--- src/rtl/pe_pkg.sv ---
// pe_pkg
//   Shared constants and types for the processing-element MAC controller.
//   DATA_W : signed weight/ifmap width
//   ADDR_W : scratchpad address width (64 entries)
//   PSUM_W : signed partial-sum / accumulator width
//   PSUM_MAX / PSUM_MIN : saturation limits for the default PSUM_W
//   state_t : controller FSM states
package pe_pkg;

  localparam int DATA_W = 8;
  localparam int ADDR_W = 6;
  localparam int PSUM_W = 20;

  localparam logic [PSUM_W-1:0] PSUM_MAX = {1'b0, {(PSUM_W-1){1'b1}}};
  localparam logic [PSUM_W-1:0] PSUM_MIN = {1'b1, {(PSUM_W-1){1'b0}}};

  typedef enum logic [2:0] {
    IDLE  = 3'd0,
    LOAD  = 3'd1,
    MAC   = 3'd2,
    DRAIN = 3'd3,
    OUT   = 3'd4
  } state_t;

endpackage

--- src/rtl/pe_mac_unit.sv ---
// pe_mac_unit
//   Two-stage signed multiply-accumulate datapath. The product of w*x is
//   registered on the edge where mul_en is high; the registered product is
//   sign-extended and added into the accumulator on the following edge.
//   Build option: define PE_PSUM_SAT_EN to saturate every accumulate to the
//   signed PSUM_W range; otherwise the accumulator wraps. Loads are never
//   saturated. Timing is the same in both builds.
// Ports:
//   clk, rst   : clock, asynchronous active-high reset
//   clear      : zero the accumulator and flush the product pipeline
//   load       : acc <= load_data (takes priority over accumulate)
//   load_data  : value loaded into the accumulator
//   mul_en     : capture w*x into the product register this edge
//   w, x       : signed multiplier operands
//   acc        : accumulator value
module pe_mac_unit #(
  parameter int DATA_W = pe_pkg::DATA_W,
  parameter int PSUM_W = pe_pkg::PSUM_W
) (
  input  logic                     clk,
  input  logic                     rst,
  input  logic                     clear,
  input  logic                     load,
  input  logic [PSUM_W-1:0]        load_data,
  input  logic                     mul_en,
  input  logic signed [DATA_W-1:0] w,
  input  logic signed [DATA_W-1:0] x,
  output logic [PSUM_W-1:0]        acc
);

  localparam int PROD_W = 2 * DATA_W;
  localparam int EXT_W  = PSUM_W - PROD_W;

  logic signed [PROD_W-1:0] prod;
  logic                     prod_vld;
  logic [PSUM_W-1:0]        prod_ext;
  logic [PSUM_W-1:0]        acc_next;

  // Product pipeline stage: prod_vld marks that prod holds a fresh tap
  // which must be folded into the accumulator on the next edge.
  always_ff @(posedge clk or posedge rst) begin
    if (rst) begin
      prod     <= '0;
      prod_vld <= 1'b0;
    end else if (clear) begin
      prod     <= '0;
      prod_vld <= 1'b0;
    end else begin
      prod_vld <= mul_en;
      if (mul_en) begin
        prod <= w * x;
      end
    end
  end

  assign prod_ext = {{EXT_W{prod[PROD_W-1]}}, prod};

`ifdef PE_PSUM_SAT_EN
  localparam logic [PSUM_W-1:0] SAT_MAX = {1'b0, {(PSUM_W-1){1'b1}}};
  localparam logic [PSUM_W-1:0] SAT_MIN = {1'b1, {(PSUM_W-1){1'b0}}};

  logic [PSUM_W:0] sum_wide;

  // One guard bit catches signed overflow: if the top two bits disagree the
  // true sum left the PSUM_W range, and the guard bit tells which way.
  always_comb begin
    sum_wide = {acc[PSUM_W-1], acc} + {prod_ext[PSUM_W-1], prod_ext};
    if (sum_wide[PSUM_W] != sum_wide[PSUM_W-1]) begin
      acc_next = sum_wide[PSUM_W] ? SAT_MIN : SAT_MAX;
    end else begin
      acc_next = sum_wide[PSUM_W-1:0];
    end
  end
`else
  // Plain two's complement add; overflow wraps modulo 2^PSUM_W.
  always_comb begin
    acc_next = acc + prod_ext;
  end
`endif

  // Accumulator: a load from the upstream psum always wins over an
  // accumulate; the controller never asks for both in the same cycle.
  always_ff @(posedge clk or posedge rst) begin
    if (rst) begin
      acc <= '0;
    end else if (clear) begin
      acc <= '0;
    end else if (load) begin
      acc <= load_data;
    end else if (prod_vld) begin
      acc <= acc_next;
    end
  end

endmodule

--- src/rtl/pe_mac_ctrl.sv ---
// pe_mac_ctrl
//   Sequences a stride-1 1-D row convolution over the weight and ifmap
//   scratchpads: for each output o, psum = psum_in + sum_k w[k]*x[o+k].
//   Partial sums arrive from the upstream PE and leave downstream over
//   valid/ready handshakes.
//   Build option: PE_PSUM_SAT_EN (saturating accumulate, see pe_mac_unit).
// Ports:
//   clk, rst                 : clock, asynchronous active-high reset
//   start                    : one-cycle pulse, accepted only in IDLE
//   cfg_filt_len             : taps L (1..63), latched on start
//   cfg_num_out              : outputs N (1..63), latched on start
//   busy                     : run in progress
//   done                     : one-cycle pulse after the last output is taken
//   w_r_en/w_r_addr/w_r_data : weight scratchpad read (combinational data)
//   x_r_en/x_r_addr/x_r_data : ifmap scratchpad read (combinational data)
//   psum_in_*                : upstream partial sum, ready only in LOAD
//   psum_out_*               : accumulated result, valid only in OUT
module pe_mac_ctrl #(
  parameter int DATA_W = pe_pkg::DATA_W,
  parameter int ADDR_W = pe_pkg::ADDR_W,
  parameter int PSUM_W = pe_pkg::PSUM_W
) (
  input  logic                     clk,
  input  logic                     rst,
  input  logic                     start,
  input  logic [ADDR_W-1:0]        cfg_filt_len,
  input  logic [ADDR_W-1:0]        cfg_num_out,
  output logic                     busy,
  output logic                     done,
  output logic                     w_r_en,
  output logic [ADDR_W-1:0]        w_r_addr,
  input  logic signed [DATA_W-1:0] w_r_data,
  output logic                     x_r_en,
  output logic [ADDR_W-1:0]        x_r_addr,
  input  logic signed [DATA_W-1:0] x_r_data,
  input  logic                     psum_in_valid,
  output logic                     psum_in_ready,
  input  logic [PSUM_W-1:0]        psum_in_data,
  output logic                     psum_out_valid,
  input  logic                     psum_out_ready,
  output logic [PSUM_W-1:0]        psum_out_data
);

  import pe_pkg::*;

  state_t state;
  state_t state_next;

  logic [ADDR_W-1:0] filt_len;
  logic [ADDR_W-1:0] num_out;
  logic [ADDR_W-1:0] o_cnt;
  logic [ADDR_W-1:0] k_cnt;
  logic              done_r;
  logic [PSUM_W-1:0] acc;

  logic start_ok;
  logic in_fire;
  logic out_fire;
  logic last_tap;
  logic last_out;
  logic in_mac;

  assign start_ok = (state == IDLE) && start && (cfg_filt_len != '0) && (cfg_num_out != '0);
  assign in_fire  = (state == LOAD) && psum_in_valid;
  assign out_fire = (state == OUT) && psum_out_ready;
  assign last_tap = (k_cnt == filt_len - 1'b1);
  assign last_out = (o_cnt == num_out - 1'b1);
  assign in_mac   = (state == MAC);

  // State register.
  always_ff @(posedge clk or posedge rst) begin
    if (rst) begin
      state <= IDLE;
    end else begin
      state <= state_next;
    end
  end

  // Next-state logic. Each output walks LOAD -> MAC (L cycles) -> DRAIN ->
  // OUT; DRAIN exists only to let the last registered product land in acc.
  always_comb begin
    state_next = state;
    case (state)
      IDLE:    if (start_ok) state_next = LOAD;
      LOAD:    if (psum_in_valid) state_next = MAC;
      MAC:     if (last_tap) state_next = DRAIN;
      DRAIN:   state_next = OUT;
      OUT:     if (psum_out_ready) state_next = last_out ? IDLE : LOAD;
      default: state_next = IDLE;
    endcase
  end

  // Configuration and loop counters. cfg is captured only on an accepted
  // start, so a start pulse during a run cannot disturb the latched values.
  always_ff @(posedge clk or posedge rst) begin
    if (rst) begin
      filt_len <= '0;
      num_out  <= '0;
      o_cnt    <= '0;
      k_cnt    <= '0;
      done_r   <= 1'b0;
    end else begin
      done_r <= out_fire && last_out;
      if (start_ok) begin
        filt_len <= cfg_filt_len;
        num_out  <= cfg_num_out;
        o_cnt    <= '0;
      end
      if (in_fire) begin
        k_cnt <= '0;
      end else if (in_mac) begin
        k_cnt <= k_cnt + 1'b1;
      end
      if (out_fire && !last_out) begin
        o_cnt <= o_cnt + 1'b1;
      end
    end
  end

  // Scratchpad reads happen only while stepping taps; the ifmap address
  // wraps naturally in ADDR_W bits.
  always_comb begin
    w_r_en   = in_mac;
    x_r_en   = in_mac;
    w_r_addr = in_mac ? k_cnt : '0;
    x_r_addr = in_mac ? (o_cnt + k_cnt) : '0;
  end

  // Handshake and status outputs are decoded straight from state so they
  // all read 0 the instant reset is applied.
  always_comb begin
    busy           = (state != IDLE);
    done           = done_r;
    psum_in_ready  = (state == LOAD);
    psum_out_valid = (state == OUT);
    psum_out_data  = (state == OUT) ? acc : '0;
  end

  pe_mac_unit #(
    .DATA_W (DATA_W),
    .PSUM_W (PSUM_W)
  ) u_mac (
    .clk       (clk),
    .rst       (rst),
    .clear     (start_ok),
    .load      (in_fire),
    .load_data (psum_in_data),
    .mul_en    (in_mac),
    .w         (w_r_data),
    .x         (x_r_data),
    .acc       (acc)
  );

endmodule

--- config.mk ---
export PLATFORM = sky130hd
export DESIGN_NAME = pe_mac_ctrl
export DESIGN_NICKNAME = d
export VERILOG_FILES = /design/src/rtl/pe_pkg.sv /design/src/rtl/pe_mac_unit.sv /design/src/rtl/pe_mac_ctrl.sv
export SDC_FILE = /design/constraint.sdc
export NUM_CORES = 1
export LEC_CHECK = 0
export CORE_MARGIN = 4
export CORE_UTILIZATION = 61
export CTS_CLUSTER_DIAMETER = 200
export DETAILED_ROUTE_END_ITERATION = 10
export PLACE_DENSITY = 0.87
export REMOVE_ABC_BUFFERS = 1
export SYNTH_ARGS = -nofsm -noshare
export SYNTH_HDL_FRONTEND = slang
export SYNTH_SLANG_ARGS = --single-unit
--- constraint.sdc ---
create_clock -name clk -period 4.1 [get_ports clk]
set_clock_uncertainty 0.15 [all_clocks]
set_input_delay 0.82 -clock clk [delete_from_list [all_inputs] [get_ports clk]]
set_output_delay 0.82 -clock clk [all_outputs]
set_load 0.005 [all_outputs]
Word level (Yosys, flattened, before mapping). Index checks and enable logic that the tools add are counted.

Word-level logic and storage cells: 62. Input port bits: 53. Flip-flop bits (word level): 65. Output and inout port bits: 38.

Multiplexer cells: 19. Reduce and logical (&&, ||, !) cells: 17. Equality and inequality tests: 10. Multipliers: 1. Add/sub/neg operators: 6.

Operators with widths (count): 20-bit 2-to-1 mux (4); 6-bit 2-to-1 mux (6); 16-bit 2-to-1 mux (2); 20-bit adder (1); 8-bit by 8-bit multiplier with 16-bit output (1); 3-bit case mux with 5 select lines (1); 6-bit by 1-bit adder with 6-bit output, second input constant (2); 6-bit == test (2); 3-bit 2-to-1 mux (4); 6-bit nonzero test (2); 6-bit by 1-bit subtractor with 6-bit output, second input constant (2); 1-bit logical AND (7); 6-bit adder (1); 3-bit by 2-bit == test with 1-bit output, second input constant (2); 2-bit inequality test, second input constant (3); 2-bit nonzero test (3); 3-bit nonzero test (2); 4-bit AND reduction (1); 3-bit by 1-bit == test with 1-bit output, second input constant (1); 3-bit == test, second input constant (1); 3-bit zero test (1); 1-bit 2-to-1 mux (2); 2-bit by 1-bit inequality test with 1-bit output, second input constant (1); 1-bit zero test (1).

Depth between registers and ports, before layout. Gate-level depths: netlist of run 1.

Depth after elaboration: 6. Depth in mapped cells: 17. Gate-level depth less buffers: 17.

Hierarchy. A second synthesis of run 1 with hierarchy kept.

Cells, all modules: 797. Area, all modules: 7175.6 um^2.

Modules (own cells, without submodules): pe_mac_unit (area each 5172.5 um^2, cells an instance 581, instances 1, seq. area each 925.9 um^2); pe_mac_ctrl (area each 2003.2 um^2, cells an instance 216, instances 1, seq. area each 700.7 um^2).

Worst setup path after synthesis of run 1. Ideal clock, no wire load.

Kind: in2reg. Start: in w_r_data[3]. End: reg u_mac.prod[15]. Data arrival time: 4603 ps. Required time: 3830 ps. Path buffers: 0. Slack: -773 ps. Stages: 16. Library setup time: 120 ps. Path through: and2_1 > fa_1 > inv_1 > fa_1 > inv_1 > fa_1 > inv_1 > fa_1 > inv_1 > ha_1 > o21ai_0 > o21bai_1 > o211ai_1 > a2111oi_0 > o21ai_0 > a31o_1.

Word-level cells in the longest chain between the ends: 3.

Ends and longest elaborated chain: from (decl) (line pe_mac_ctrl.sv:32) `input logic signed [DATA_W-1:0] w_r_data,`; 8-bit by 8-bit multiplier with 16-bit output (line pe_mac_unit.sv:51) `prod <= w * x;`; 16-bit 2-to-1 mux (line pe_mac_unit.sv:50) `if (mul_en) begin`; 16-bit 2-to-1 mux (line pe_mac_unit.sv:45) `end else if (clear) begin`; to (signal assigned) (line pe_mac_unit.sv:51); to (decl) (line pe_mac_unit.sv:34) `logic signed [PROD_W-1:0] prod;`.

No other way between the ends. The select of a mux whose other input is x is not followed. A chain may end at the register's enable or synchronous reset.

Worst setup path in the final report of run 1. Same ends and word-level chain as after synthesis.

==> flow_summary.yaml, run 1 <==
outcome:
  status: "complete, but fails checks"
  violations: "setup timing"
logic_synthesis:
  syn_inst: 844
  synth_edf_count: 0
  synth_area_sq_mm: 0.00725
  synth.avg_cell_area_sq_um: 8.59
  synth_warnings: 0
  synth_flop_cell: "dfrtp_1"
  yosys.area.top_type: "dfrtp_1"
  yosys-top-cells-area: "dfrtp_1 (22%), fa_1 (16%), ha_1 (9.8%)"
  synth.distinct_cells: 73
  ys_ff_latch: 65
  async_flop_share: 1.00
  yosysTopAreaCellShare: 0.224
  yosysSeqAreaShare: 0.224
route:
  routedWlPerCell_microns: 17.8
  drc: 0
  drtAntennaViolNets: 0
  detail_route.first_pass.iterations: 5
  via_per_inst: 5.92
  via_count: 6738
  drtIter0Drc: 604
  totalWireLength_microns: 20300
timing:
  finalHoldViolCount: 0
  setup_viol: 8
  drv_slew: 0
  finalCritPeriodShare: 1.18
  rsz0062_at_grt: "yes"
  slew_headroom: 0.361
  max_freq_mhz: 207
  worst_pin_slew_ns: 0.958
  worst_slack_ns: -0.721
  period_needed_ns: 4.82
setup_path:
  cp.arrival_ns: 4.89
  path_class: "primary input to register"
  critical_path_required_ns: 4.17
  cp-start-kind: "primary input"
  worstPathMaxFanout: 4
  end_kind: "register"
floorplan:
  rows: 39
  dieArea_sq_mm: 0.0137
  floorplan.die.height_microns: 117
  start_util: 0.630
  io_pins: 91
  core_area_sq_mm: 0.0115
  die_w_microns: 117
placed_design:
  place_area_sq_mm: 0.00867
  place.gp.congestion: 0.908
  port_buffers: 90
  hpwl_microns: 14000
  placedCellCount: 1111
layout:
  drive_gt1_frac: 0.207
  n_antenna_cell: 0
  fin_area_sq_mm: 0.00946
  nFillCells: 670
  final_core_util: 0.821
  area_growth_pct: 30.4
  seqCellArea_sq_mm: 0.00163
  nets: 1157
  multi_input_area_sq_mm: 0.00544
  stdcell_count: 1138
clock_tree:
  cts_root_buf: "clkbuf_16"
  cts_tree: "yes"
  clkLatencyLatePin_ns: 0.33
  clkSlewWorstSetupHoldPaths_ns: 0.06
  holdBufCountCts: 0
  cts.sinks: 65
  cts_buffer_depth: 2
  htree_levels: 3
  cts_made_buffers: 9
grt:
  grt_pass1_wl_microns: 32100
  grt_max_degree: 31
  grt_pass1_vias: 6841
  grt.total_usage: 0.295
  antenna_found_initial: 0
  overflow: 0
pwr:
  clkPwrFrac: 0.117
  switching_share: 0.464
  power.leakage_nw: 4.38
  power_switching_mw: 2.82
  combPwrFrac: 0.693
  ir_worst_vdd_mv: 0.312
  power_density_mw_per_mm2: 643
  p_int_mw: 3.26
  p_seq_frac: 0.190
min_path:
  worstHoldPathType: "register to register"
flow_run:
  maxCapViolCount: 0
[power by group through the flow]
stage	sequential, mW	combinational [mW]	clock, mW
after floorplan	1.07	2.46	0
after global placement	1.14	3.41	0
after detailed placement	1.15	3.52	0
final	1.15	4.21	0.714
after CTS	1.14	3.82	0.715
after global routing	1.18	4.64	0.746
[through the flow]
| step | power (mW) | hold WS (ns) | worst slack, ns | TNS [ns] |
|---|---|---|---|---|
| after floorplan | 3.52 | 0.315 | -0.773 | -3.43 |
| after global placement | 4.54 | 0.336 | -1.38 | -10.36 |
| after detailed placement | 4.67 | 0.339 | -1.52 | -11.05 |
| after CTS | 5.68 | 0.353 | -0.603 | -1.99 |
| after global routing | 6.57 | 0.374 | -0.826 | -4.03 |
| final | 6.08 | 0.352 | -0.721 | -3.02 |
[per-layer routing]
layer | vias up | wire length, microns | global-route usage
met5 | - | 0 | 0
met2 | 258 | 10500 | 0.521
li1 | 3152 | - | -
met1 | 3263 | 8060 | 0.368
met4 | 0 | 629 | 0.108
met3 | 65 | 1120 | 0.0406
[area by class of cell]
class,count,area share
Tap cell,143,0.0189
Timing Repair Buffer,165,0.162
Clock inverter,4,0.00304
Clock buffer,12,0.0261
Sequential cell,65,0.172
Multi-Input combinational cell,642,0.576
Inverter,107,0.0425
[synth_stat cells (all sizes together) (13+ instances only)]
cell type and number:
a211oi 19, a21oi 43, and2 68, and3 15, buf 13, clkbuf 17, dfrtp 65, fa 57
ha 57, inv 107, nand2 85, nand3 23, nor2 48, nor3 16, o21ai 50, xnor2 23
xor2 22
[cell usage in the layout (no fill, tap or decap), drive strengths merged, types with 6 or more instances in the layout]
cell           synthesis  layout
clkdlybuf4s50          0      74
ha                    57      57
nand3                 23      23
mux2i                  6       6
inv                  107     107
a21o                  10      10
clkbuf                17      12
and2                  68      68
and3                  15      15
o211ai                 8       8
nor2                  48      48
nand2                 85      85
nor3                  16      16
or3                    6       6
xnor2                 23      23
buf                   13      91
xor2                  22      22
o21ai                 50      50
fa                    57      57
a211oi                19      19
dfrtp                 65      65
nor2b                 12      12
o31ai                  6       6
a21oi                 43      43
[timing repair]
item	4_1_cts	5_1_grt
setup endpoints to repair	11	9
gates resized for setup	160	44
setup buffers	6	6
pin swaps	55	32
[path summary, 6_finish.rpt]
| kind | from | to | slack (ns) | depth (start not counted) |
|---|---|---|---|---|
| setup / recovery | w_r_data[3] | u_mac.prod[15] | -0.72 | 17 |
| hold / removal | filt_len[5] | filt_len[5] | 0.35 | 2 |
| setup reg to reg | state[1] | u_mac.acc[19] | 1.36 | 6 |
| hold reg to reg | filt_len[5] | filt_len[5] | 0.35 | 2 |
| max in group asynchronous | rst | u_mac.prod[8] | 2.39 | 3 |
| min in group asynchronous | rst | num_out[0] | 0.67 | 2 |
[registers in the layout (all words and copies together), names as in the netlist, 3 cells and up]
| name | cells |
|---|---|
| u_mac.prod | 16 |
| filt_len | 6 |
| k_cnt | 6 |
| num_out | 6 |
| o_cnt | 6 |
| state | 3 |
| u_mac.acc | 20 |
[kinds of logic (layout without fill, tap and decap cells)]
kind of cell	count (synthesis)	count (layout)	synth area share
mux	8	8	0.0114
buf+inv	137	288	0.0752
flops	65	65	0.224
simple gates	298	298	0.209
compound gates	177	177	0.170
fa+ha+maj	114	114	0.256
xor+xnor	45	45	0.0544
[critical path: stages]
cell and delay, ns:
buf_6 0.10, buf_6 0.11, and2_4 0.15, fa_1 0.56
fa_1 0.44, fa_1 0.54, inv_2 0.04, fa_1 0.50
inv_1 0.06, ha_2 0.17, buf_4 0.15, o211ai_1 0.19
nand2_1 0.13, o211ai_1 0.20, a2111oi_4 0.15, or3_4 0.35
a31o_1 0.22
No activity file was read; power rests on OpenSTA's default activity.
==> run 2: changes to the inputs <==
CORE_UTILIZATION = 35   (was 61)
PLACE_DENSITY = unset   (was 0.87)
==> flow_summary.yaml, run 2 (same netlist as run 1, synthesis figures left out) <==
clock_tree:
  clkLatencyLatePin_ns: 0.33
  clkSlewWorstSetupHoldPaths_ns: 0.05
  htree_levels: 3
  cts.sinks: 65
  cts_made_buffers: 9
  cts_root_buf: "clkbuf_16"
  holdBufCountCts: 0
  cts_buffer_depth: 2
  cts_tree: "yes"
placed_design:
  placedCellCount: 1246
  hpwl_microns: 14200
  place_area_sq_mm: 0.00889
  place.gp.congestion: 0.857
  port_buffers: 90
  dp_slack_ns: -1.48
pwr:
  power.leakage_nw: 4.41
  ir_worst_vdd_mv: 0.273
  power_density_mw_per_mm2: 599
  power_mw: 5.72
layout:
  area_growth_pct: 31.7
  largest_reg_flops: 20
  regMostFlops: "u_mac.acc"
  n_antenna_cell: 0
  stdcell_count: 1270
  layout_commonest_cell: "inv_1"
  reg_top3: "u_mac.acc (20), u_mac.prod (16)"
  fin_area_sq_mm: 0.00955
  final_core_util: 0.470
  nFillCells: 2030
  drive_gt1_frac: 0.196
  nets: 1162
  most-common-layout-cells: "inv_1 (92), nand2_1 (84), clkdlybuf4s50_1 (74)"
timing:
  tns_ns: -1.75
  whs_ns: 0.347
  max_freq_mhz: 215
  worst_pin_slew_ns: 0.730
  worst_slack_ns: -0.555
  rsz0062_at_grt: "yes"
  drv_slew: 0
  finalHoldViolCount: 0
  finalCritPeriodShare: 1.14
  period_needed_ns: 4.66
  setup_viol: 7
  slew_headroom: 0.513
route:
  route.met3.wl_microns: 554
  via_per_inst: 4.91
  wl_met1_microns: 8850
  routedWlPerCell_microns: 14.3
  drc: 0
  dr_wl_met2_microns: 8640
  via_count: 6232
  drtIter0Drc: 203
  dr.max_layer_used: "met4"
  drtAntennaViolNets: 0
  detail_route.first_pass.iterations: 4
  totalWireLength_microns: 18200
flow_run:
  maxCapViolCount: 0
setup_path:
  cp.depth: 15
  worstPathMaxFanout: 4
  crit_family: "adder cells"
  reg2reg_depth: 7
  critPathBufInv: 4
  path_cells: "buf_8 > buf_6 > and2_4 > fa_1 > fa_1 > fa_1 > inv_1 > fa_1 > inv_1 > ha_2 > or3_4 > o211ai_1 > a2111oi_2 > or3_1 > a31o_1"
  end_kind: "register"
  path_class: "primary input to register"
  crit_top_cell: "fa_1"
  critical_path_required_ns: 4.17
  crit_path_end: "u_mac.prod[15]"
  slowest_stage: "fa_1"
  cp.arrival_ns: 4.72
  r2r-end: "u_mac.acc[17]"
  cp_slowest_stage_delay_ns: 0.52
  crit_path_start: "x_r_data[4]"
  r2r-start: "u_mac.acc[1]"
  cp-start-kind: "primary input"
  ff2ff_setup_slack_ns: 1.43
outcome:
  violations: "setup timing"
  status: "complete, but fails checks"
grt:
  grt_pass1_wl_microns: 31100
  grt_pass1_vias: 6311
  antenna_found_initial: 0
  grt.total_usage: 0.157
  grt_max_degree: 35
  overflow: 0
floorplan:
  floorplan.die.height_microns: 152
  die_w_microns: 152
  start_util: 0.357
  dieArea_sq_mm: 0.0231
  core_area_sq_mm: 0.0203
  io_pins: 91
  rows: 52
min_path:
  worstHoldPathType: "register to register"
[run 2: changes by cell type in the layout (fill, tap and decap cells not counted), sizes merged]
| cell | delta |
|---|---|
| clkinvlp | -2 |
| clkbuf | +3 |
| buf | +4 |
[run 2: tightest hold or removal path, cell delays in order (launching register included)]
cell and delay (ns):
dfrtp_1 0.35, nand2_1 0.06, nand2_1 0.05
[run 2: per-layer routing]
metal / vias up / track usage
met2: 101 / 0.269
met4: 0 / 0.0248
met5: - / 0
met1: 2980 / 0.218
li1: 3142 / -
met3: 9 / 0.0216
[run 2: worst min-delay path by stage]
stage	from	to	slack, ns	cells past startpoint
6_report	filt_len[5]	filt_len[5]	0.35	2
3_3_place_gp	filt_len[5]	filt_len[5]	0.34	2
2_1_floorplan	num_out[5]	num_out[5]	0.32	2
3_5_place_dp	filt_len[5]	filt_len[5]	0.34	2
4_1_cts	filt_len[5]	filt_len[5]	0.36	2
5_1_grt	filt_len[5]	filt_len[5]	0.37	2
[run 2: timing repair]
item | in CTS | in global routing
pin swaps | 69 | 34
endpoints found under the hold margin | 0 | 0
buffers inserted | 7 | 1
endpoints found under the setup margin | 11 | 8
resized for setup | 154 | 31
cloned | 0 | 0
[run 2: cell type report]
cell class	instances	area [sq um]	area share
clock buffers	14	254	0.0266
clock inverters	2	13.8	0.00144
inverters	107	402	0.0421
multi-input cells	642	5370	0.562
flip-flops and latches	65	1630	0.170
well taps	270	338	0.0354
repair buffers	170	1550	0.162
[run 2: where the power goes]
group | switching (mW) | internal [mW]
sequential | 0.264 | 0.881
combinational | 2.02 | 1.85
clock | 0.276 | 0.426
total | 2.56 | 3.16
==> run 3: changes to the inputs <==
CORE_UTILIZATION = 53   (was 35)
PLACE_DENSITY = 0.77   (was unset)
SLEW_MARGIN = 20   (was unset)
==> flow_summary.yaml, run 3 (same netlist as run 1, synthesis figures left out) <==
pwr:
  ir_worst_vdd_mv: 0.293
  power.leakage_nw: 4.39
  combPwrFrac: 0.692
  p_seq_frac: 0.193
  clkPwrFrac: 0.115
  power_density_mw_per_mm2: 627
  power_switching_mw: 2.70
  p_int_mw: 3.22
  switching_share: 0.456
route:
  via_count: 6399
  totalWireLength_microns: 18300
  route.met3.wl_microns: 648
  dr_wl_met2_microns: 8990
  detail_route.first_pass.iterations: 5
  via_per_inst: 5.46
  routedWlPerCell_microns: 15.6
  dr.max_layer_used: "met4"
  drc: 0
  wl_met1_microns: 8260
  drtAntennaViolNets: 0
  drtIter0Drc: 453
clock_tree:
  cts_made_buffers: 9
  clkSlewWorstSetupHoldPaths_ns: 0.05
  cts_root_buf: "clkbuf_16"
  cts.sinks: 65
  htree_levels: 3
  cts_buffer_depth: 2
  clkLatencyLatePin_ns: 0.34
  cts_tree: "yes"
floorplan:
  floorplan.die.height_microns: 125
  core_area_sq_mm: 0.0133
  io_pins: 91
  rows: 42
  die_w_microns: 125
  start_util: 0.545
  dieArea_sq_mm: 0.0156
setup_path:
  slowest_stage: "fa_1"
  critical_path_required_ns: 4.17
  path_cells: "buf_8 > and2_4 > fa_1 > inv_2 > fa_1 > inv_2 > fa_1 > inv_2 > fa_1 > inv_2 > ha_4 > o21ai_2 > o21bai_1 > o211ai_1 > buf_4 > a2111oi_4 > o21ai_1 > a31o_1"
  cp_slowest_stage_delay_ns: 0.55
  cp.arrival_ns: 4.75
  path_class: "primary input to register"
  worstPathMaxFanout: 4
  critPathBufInv: 6
  end_kind: "register"
  crit_family: "adder cells"
  cp-start-kind: "primary input"
grt:
  overflow: 0
  grt_max_degree: 66
  antenna_found_initial: 0
  grt_pass1_vias: 6311
  grt_pass1_wl_microns: 29900
  grt.total_usage: 0.227
timing:
  finalCritPeriodShare: 1.14
  worst_pin_slew_ns: 0.823
  setup_viol: 7
  finalHoldViolCount: 0
  worst_slack_ns: -0.575
  whs_ns: 0.361
  slew_headroom: 0.451
  period_needed_ns: 4.68
  max_freq_mhz: 214
  drv_slew: 0
  rsz0062_at_grt: "yes"
outcome:
  violations: "setup timing"
  status: "complete, but fails checks"
placed_design:
  hpwl_microns: 13400
  port_buffers: 90
  place.gp.congestion: 0.888
layout:
  largest_reg_flops: 20
  regMostFlops: "u_mac.acc"
  reg_top3: "u_mac.acc (20), u_mac.prod (16)"
  drive_gt1_frac: 0.197
  n_antenna_cell: 0
  final_core_util: 0.710
  layout_commonest_cell: "inv_1"
  nets: 1160
  most-common-layout-cells: "inv_1 (90), nand2_1 (81), clkdlybuf4s50_1 (74)"
  area_growth_pct: 30.2
min_path:
  worstHoldPathType: "register to register"
flow_run:
  maxCapViolCount: 0
==> run 3: worst paths after layout <==
path,from,end,slack [ns],cells past startpoint
worst min-delay path,u_mac.prod[11],u_mac.prod[11],0.36,2
max in group asynchronous,rst,u_mac.prod[5],2.36,3
worst max register to register,u_mac.acc[1],u_mac.acc[17],1.44,7
min in group asynchronous,rst,u_mac.acc[18],0.90,3
worst max-delay path,x_r_data[3],u_mac.prod[15],-0.58,18
worst min register to register,u_mac.prod[11],u_mac.prod[11],0.36,2
==> run 3: worst reg2reg max path: stages (launching register included) <==
cell and delay (ns):
dfrtp_1 0.39, ha_1 0.32, a211o_1 0.36, a2111oi_4 0.38
o31ai_4 0.14, a31oi_1 0.25, mux2_1 0.36, a211oi_2 0.21
==> run 3: layout make-up <==
cell class                 instances  area [sq um]
clock inverter                     3          18.8
multi-input combinational        642          5390
sequential                        65          1630
tap                              176           220
clock buffer                      11           243
inverter                         107           404
timing repair buffer             168          1540
fill                             977          3850
==> run 3: through the flow <==
stage               total power [mW]  worst slack [ns]  setup TNS (ns)  instance area, sq um  cells
finish                          5.92            -0.575           -2.14                  9440   1172
global route                    6.42            -0.702           -3.00                  9440   1172
CTS                             5.62            -0.534           -1.48                  9280   1167
detailed placement              4.66             -1.56          -11.13                  8740   1148
global placement                4.56             -1.45          -10.63                  8740   1148
floorplan                       3.52            -0.773           -3.43                  7110    814
==> run 3: metal layers <==
metal | track usage | vias up
li1 | - | 3148
met1 | 0.298 | 3072
met2 | 0.386 | 146
met3 | 0.0362 | 33
met4 | 0.0689 | 0
met5 | 0 | -
==> run 3: power groups by stage <==
stage / Combinational (mW) / Sequential [mW] / Clock [mW]
final: 4.10 / 1.14 / 0.682
after global routing: 4.52 / 1.18 / 0.720
after CTS: 3.78 / 1.14 / 0.692
after detailed placement: 3.52 / 1.15 / 0
after global placement: 3.42 / 1.14 / 0
after floorplan: 2.46 / 1.07 / 0
==> run 3: what timing repair did <==
item / 4_1_cts / 5_1_grt
resized for setup: 162 / 31
cloned: 0 / 0
setup buffers: 5 / 6
setup endpoints to repair: 10 / 9
hold buffers: 0 / 0
endpoints found under the hold margin: 0 / 0
pin swaps: 69 / 37
